**src/rtl/polynom_pkg.sv**
```systemverilog
// Shared constants and state encoding for the h(n) = n^3 + 2n^2 + 2n + 1 evaluator/inverter pair.
package polynom_pkg;

    localparam int unsigned H0    = 1;
    localparam int unsigned F1    = 5;
    localparam int unsigned G2    = 10;
    localparam int unsigned G_INC = 6;

    typedef enum logic [1:0] {
        IDLE   = 2'b00,
        SEARCH = 2'b01,
        DONE   = 2'b10
    } state_t;

endpackage

```
**src/rtl/polynom_inverter_if.sv**
```systemverilog
// start/done_tick handshake bundle for the polynomial inverter.
interface polynom_inverter_if #(
    parameter int W  = 20,
    parameter int NW = 7
) ();

    logic          start;
    logic [W-1:0]  target;
    logic          ready;
    logic          done_tick;
    logic [NW-1:0] n_out;
    logic          exact;

    modport master (
        output start, target,
        input  ready, done_tick, n_out, exact
    );

    modport slave (
        input  start, target,
        output ready, done_tick, n_out, exact
    );

endinterface

```
**src/rtl/polynom_diff_step.sv**
```systemverilog
// One combinational difference-engine step: (h, f, g) -> (h+f, f+g, g+G_INC).
module polynom_diff_step
    import polynom_pkg::*;
#(
    parameter int W = 20
) (
    input  logic [W+1:0] h,
    input  logic [W+1:0] f,
    input  logic [W+1:0] g,
    output logic [W+1:0] h_next,
    output logic [W+1:0] f_next,
    output logic [W+1:0] g_next
);

    typedef logic [W+1:0] word_t;

    assign h_next = h + f;
    assign f_next = f + g;
    assign g_next = g + word_t'(G_INC);

endmodule

```
**src/rtl/polynom_inverter.sv**
```systemverilog
// Finds the smallest n with h(n) >= target by stepping a difference engine until it crosses the target.
module polynom_inverter
    import polynom_pkg::*;
#(
    parameter int W  = 20,
    parameter int NW = 7
) (
    input  logic         clk,
    input  logic         reset_n,
    polynom_inverter_if.slave bus
);

    typedef logic [W+1:0] word_t;

    state_t        state, state_next;
    logic [NW-1:0] n, n_next;
    word_t         h, h_next;
    word_t         f, f_next;
    word_t         g, g_next;
    word_t         tgt, tgt_next;
    logic [NW-1:0] n_out_r, n_out_next;
    logic          exact_r, exact_next;

    word_t         h_step, f_step, g_step;

    polynom_diff_step #(.W(W)) u_step (
        .h      (h),
        .f      (f),
        .g      (g),
        .h_next (h_step),
        .f_next (f_step),
        .g_next (g_step)
    );

    always_ff @(posedge clk or negedge reset_n) begin
        if (!reset_n) begin
            state   <= IDLE;
            n       <= '0;
            h       <= '0;
            f       <= '0;
            g       <= '0;
            tgt     <= '0;
            n_out_r <= '0;
            exact_r <= 1'b0;
        end else begin
            state   <= state_next;
            n       <= n_next;
            h       <= h_next;
            f       <= f_next;
            g       <= g_next;
            tgt     <= tgt_next;
            n_out_r <= n_out_next;
            exact_r <= exact_next;
        end
    end

    always_comb begin
        state_next = state;
        n_next     = n;
        h_next     = h;
        f_next     = f;
        g_next     = g;
        tgt_next   = tgt;
        n_out_next = n_out_r;
        exact_next = exact_r;
        case (state)
            IDLE: begin
                if (bus.start) begin
                    tgt_next   = word_t'(bus.target);
                    n_next     = '0;
                    h_next     = word_t'(H0);
                    f_next     = word_t'(F1);
                    g_next     = word_t'(G2);
                    state_next = SEARCH;
                end
            end
            SEARCH: begin
                if (h >= tgt) begin
                    n_out_next = n;
                    exact_next = (h == tgt);
                    state_next = DONE;
                end else begin
                    n_next = n + 1'b1;
                    h_next = h_step;
                    f_next = f_step;
                    g_next = g_step;
                end
            end
            DONE:    state_next = IDLE;
            default: state_next = IDLE;
        endcase
    end

    assign bus.ready     = (state == IDLE);
    assign bus.done_tick = (state == DONE);
    assign bus.n_out     = n_out_r;
    assign bus.exact     = exact_r;

    // A step that wraps the W+2-bit h register would silently corrupt the search.
    assert property (@(posedge clk) disable iff (!reset_n)
        (state == SEARCH && h < tgt) |-> (h_step >= h));

endmodule
```
**src/flat_wrapper.sv**
```systemverilog
// flat-port wrapper written by rule: the top's interface ports become plain ports
module polynom_inverter_flat import polynom_pkg::*;
#(
    parameter int W  = 20,
    parameter int NW = 7
)
  (clk, reset_n, bus_start, bus_target, bus_ready, bus_done_tick, bus_n_out, bus_exact);
  polynom_inverter_if #(.W(W), .NW(NW)) bus_i ();
  input  logic clk;
  input  logic reset_n;
  input wire logic [$bits(bus_i.start)-1:0] bus_start;
  input wire logic [$bits(bus_i.target)-1:0] bus_target;
  output wire logic [$bits(bus_i.ready)-1:0] bus_ready;
  output wire logic [$bits(bus_i.done_tick)-1:0] bus_done_tick;
  output wire logic [$bits(bus_i.n_out)-1:0] bus_n_out;
  output wire logic [$bits(bus_i.exact)-1:0] bus_exact;
  assign bus_i.start = bus_start;
  assign bus_i.target = bus_target;
  assign bus_ready = bus_i.ready;
  assign bus_done_tick = bus_i.done_tick;
  assign bus_n_out = bus_i.n_out;
  assign bus_exact = bus_i.exact;
  polynom_inverter #(.W(W), .NW(NW)) u_core (.clk(clk), .reset_n(reset_n), .bus(bus_i));
endmodule
```
**config.mk**
```make
export PLATFORM = sky130hd
export DESIGN_NAME = polynom_inverter_flat
export DESIGN_NICKNAME = d
export VERILOG_FILES = /design/src/rtl/polynom_pkg.sv /design/src/rtl/polynom_inverter_if.sv /design/src/rtl/polynom_diff_step.sv /design/src/rtl/polynom_inverter.sv /design/src/flat_wrapper.sv
export SDC_FILE = /design/constraint.sdc
export NUM_CORES = 1
export LEC_CHECK = 0
export CAP_MARGIN = 25
export CORE_UTILIZATION = 50
export CTS_CLUSTER_DIAMETER = 60
export CTS_CLUSTER_SIZE = 28
export DETAILED_ROUTE_END_ITERATION = 16
export PLACE_DENSITY = 0.7
export SKIP_CTS_REPAIR_TIMING = 1
export SYNTH_ARGS = -nofsm -noshare
export SYNTH_HDL_FRONTEND = slang
export SYNTH_SLANG_ARGS = --single-unit
```
**constraint.sdc**
```tcl
create_clock -name clk -period 3.28 [get_ports clk]
set_input_delay 0.656 -clock clk [delete_from_list [all_inputs] [get_ports clk]]
set_output_delay 0.656 -clock clk [all_outputs]
set_load 0.005 [all_outputs]
```
======== Yosys cells after proc, flatten, opt, wreduce, memory -nomap -nowiden ========
Index checks and enable logic that the tools add are counted.
word-level totals
  input bits .............................. 23
  output and inout port bits .............. 10
  register bits after elaboration ......... 103
operators by class
  equality and inequality tests ........... 6
  add/sub/neg operators ................... 4
  magnitude comparators ................... 1
  reduce and logical (&&, ||, !) cells .... 6
  muxes and demuxes ....................... 15
operators with widths
  cell                                                 count
  2-to-1 mux 22 bit                                    6
  one-hot mux 22 bit (2 select lines)                  3
  adder 22 bit                                         2
  adder 22 x 3 -> 22 bit, second input constant        1
  equality test 22 x 20 -> 1 bit                       1
  >= comparator 22 x 20 -> 1 bit                       1
  2-to-1 mux 7 bit                                     2
  one-hot mux 7 bit (2 select lines)                   1
  adder 7 x 1 -> 7 bit, second input constant          1
  AND reduction 2 bit                                  3
  2-to-1 mux 2 bit                                     2
  != test 2 bit, second input constant                 2
  one-hot mux 2 bit (2 select lines)                   1
  AND reduction 3 bit                                  1
  equality test 2 x 1 -> 1 bit, second input constant  1
  equality test 2 bit, second input constant           1
  zero test 2 bit                                      1
  != test 2 x 1 -> 1 bit, second input constant        1
  nonzero test 2 bit                                   1

======== Depth between registers and ports, before layout ========
  depth in word-level cells ............... 3
  gate-level depth with buffers ........... 12

======== Modules after synthesis ========
From an unflattened synthesis, not the netlist that was laid out.
unflattened totals
  cells, all modules ...................... 838
  area, all modules ....................... 7111.8 um^2
modules (own cells, without submodules)
  module             area each (um^2)  cells an instance  times used
  polynom_inverter   4683.2            491                1
  polynom_diff_step  2428.6            347                1

======== Least setup slack after synthesis ========
No wires, ideal clock.
  path type ............................... flip-flop to flip-flop
  start ................................... reg u_core.h[3]
  end ..................................... reg u_core.g[11]
  data arrival time ....................... 2568 ps
  path buffers ............................ 1
  cell stages (with the launch flop) ...... 11
  period minus slack after synthesis ...... 2702 ps
  path slack .............................. 578 ps
  library setup time ...................... 134 ps
  data required time ...................... 3146 ps
  path through ............................ dfrtp_1 ha_1 a21o_1 a21oi_1 o221ai_1 a221o_1 a2111oi_4 nor2_4 buf_2 o21ai_1 o31ai_1
on the way
  longest elaborated chain between the ends .. 3
RTL lines
  what                            line                    source
  from (decl)                     polynom_inverter.sv:17  word_t h, h_next;
  from (signal assigned)          polynom_inverter.sv:48  h <= h_next;
  >= comparator 22 x 20 -> 1 bit  polynom_inverter.sv:78  if (h >= tgt) begin
  != test 2 bit (no line)         --
  AND reduction 3 bit (no line)   --
  to (signal assigned)            polynom_inverter.sv:50  g <= g_next;
  to (decl)                       polynom_inverter.sv:19  word_t g, g_next;
Every way passes these cells.
A chain may end at the register's enable or synchronous reset.

======== Worst setup path in the final report ========
  start ................................... reg u_core.h[3]
  end ..................................... reg u_core.f[20]
on the way
  longest elaborated chain between the ends .. 3
RTL lines
  what                            line                    source
  >= comparator 22 x 20 -> 1 bit  polynom_inverter.sv:78
  != test 2 bit (no line)         --
  AND reduction 3 bit (no line)   --
  to (signal assigned)            polynom_inverter.sv:49  f <= f_next;
  to (decl)                       polynom_inverter.sv:18  word_t f, f_next;
Every way passes these cells.

==> impl_metrics.ini <==
[setup_path]
rr_worst_depth = 8
startpoint_type = flip-flop
regToRegEndpoint = u_core.f[20]
path_cells = ha_1 -> a21o_1 -> a21oi_1 -> o221ai_1 -> a221o_1 -> a2111o_2 -> buf_4 -> o311ai_0
path_class = reg2reg
reg2reg_slack_ns = 0.19
arrival_ns = 3.32
timing.rr.start = u_core.h[3]
worst-endpoint-required_ns = 3.50
crit_path_max_fanout = 22
cp_slowest_cell = a2111o_2
max_stage_delay_ns = 0.66
worst-path-buf-inv = 1
worstSetupEndpointType = flip-flop
cp_top_family = compound AO/OA/AOI/OAI gates

[logic_synthesis]
synth_edf_count = 0
synthFlopType = dfrtp_1
synth_area_leader_cell = dfrtp_1
synth_seq_area_share_pct = 38.2
ys_top_cells_by_area = dfrtp_1, ha_1, o21ai_0
async_reset_ff_share_pct = 100
ys_ff_latch = 102
synth.most_common_cell = dfrtp_1
synth_common_cells = dfrtp_1, o21ai_0, nand2_1, ha_1, nand3_1
syn_area_per_cell_um2 = 8.89
yosysTopAreaCellShare_pct = 38.2
netlist_instances = 751
synth_warnings = 0
synth_area_um2 = 6680
syn_nets = 839
synth.distinct_cells = 61

[route]
drc_errors = 0
viasPerCell = 5.78
drtPass1Iterations = 5
drt-total-wl_um = 15100
vias = 5541
ant_nets = 0
drt_iter0_markers = 358
wl_per_cell_um = 15.7

[placed_design]
place.gp.congestion = 0.862
place_hpwl_um = 11100
io_buffers = 32
pre_cts_ws_ns = 0.158

[grt]
busiest_layer = met2
grt_pass1_vias = 5445
grt_use_met1_pct = 30.2
grt_first_pass_wirelength_um = 25800
grt_max_degree = 59
overflow = 0
antenna_found_initial = 0
grt_use_met3_pct = 5.18
grt.total_usage_pct = 23.0
grt_use_met2_pct = 38.6

[floorplanning]
ios = 33
core_um2 = 12800
initial_core_util_pct = 52.1
fp.dieW_um = 118
die_y_um = 118
rows = 41
dieArea_um2 = 13800

[sta]
finalSetupTns_ns = 0
fmax_mhz = 324
final.period_utilization_pct = 94.2
finalHoldViolations = 0
slew_viol_final = 0
finalSetupViolCount = 0
worst_clock_skew_ns = 0.0106
rsz0062_at_grt = false
min_period_ns = 3.09
relSlewSlack_pct = 38.4
worst_slack_ns = 0.189
max_slew.worst_pin.slew_ns = 0.922

[power_and_ir_drop]
p_leak_uw = 0.00361
power_uw = 5520
vdd_ir_drop_max_mv = 0.486
powerDensity_nw_per_um2 = 728

[job]
drv_cap = 0

[clocking]
htreeDepth = 3
numClockSinks = 102
cts_buffers = 9
clock_path_buffers = 2
insertion_delay_ns = 0.35
cts_tree = done
path_clk_slew_ns = 0.07
clockRootBuffer = clkbuf_16

[finish]
drive_gt1_share_pct = 6.86
area_growth_pct = 13.4
antenna_cells = 0
nets = 870

[status]
status = finished, final reports clean

[min_path]
hp-class = in2async
per-layer routing:
metal / vias up / share of wire [%]
met5: - / 0
met4: 0 / 0.92
met3: 11 / 5.0
met2: 147 / 46
met1: 2596 / 48
li1: 2787 / -
logic make-up after synthesis:
logic type,count (synthesis),synth area share [%]
AO/OA/AOI/OAI,240,23.0
other,1,0.0561
AND/OR/NAND/NOR,236,17.0
flip-flops,102,38.2
multiplexers,9,1.50
XOR/XNOR,28,3.67
buffers and inverters,70,4.23
adder cells (fa/ha/maj),65,12.4
cell type report:
cell class	count	area, um2
multi-input combinational	579	3850
clock buffer	10	239
tap	172	215
clock inverter	6	116
inverter	43	161
sequential	102	2550
timing repair buffer	47	443
fill	1122	5250
flip-flops by register name, indices dropped and copies added (netlist names):
| register | count |
|---|---|
| u_core.f | 22 |
| u_core.h | 22 |
| u_core.g | 21 |
| u_core.tgt | 20 |
| u_core.bus.n_out | 7 |
| u_core.n | 7 |
| u_core.state | 2 |
| u_core.bus.exact | 1 |
worst max-delay path by stage:
stage | start | to | depth (start not counted)
5_1_grt | u_core.h[3] | u_core.f[20] | 8
4_1_cts | u_core.h[0] | u_core.f[20] | 9
3_5_place_dp | u_core.h[0] | u_core.f[20] | 9
2_1_floorplan | u_core.h[3] | u_core.g[11] | 10
3_3_place_gp | u_core.g[1] | u_core.f[18] | 11
6_report | u_core.h[3] | u_core.f[20] | 8
worst register-to-register path, delay by kind of cell (launching register included):
kind / cells / cell delay (ns)
compound gates: 6 / 1.95
fa+ha+maj: 1 / 0.32
buf+inv: 1 / 0.29
flops: 1 / 0.41
placed cells by master, fill, tap and decap left out, types with 13 or more instances in the layout:
master,count
o21ai_0,75
inv_1,43
ha_1,63
nand2_1,73
o31ai_1,18
a21oi_1,45
nor2_1,39
nand3_1,51
a21o_1,20
buf_4,15
dfrtp_1,102
o21ai_1,21
xor2_1,13
xnor2_1,15
clkdlybuf4s50_1,31
power breakdown:
group / switching (uW) / internal [uW] / total, uW
registers: 211 / 1550 / 1760
logic: 1560 / 932 / 2490
clock network: 487 / 774 / 1260
total: 2260 / 3260 / 5520
metrics by stage:
step                cells  utilization [%]  area (um2)  hold slack (ns)
finish                959             59.1        7570            0.286
floorplan             751                -        6680            0.360
global placement      943             56.3        7220            0.456
detailed placement    943             56.3        7220            0.474
global route          959             59.1        7570            0.336
CTS                   959             59.0        7570            0.314
(Power assumes the default switching activity.)
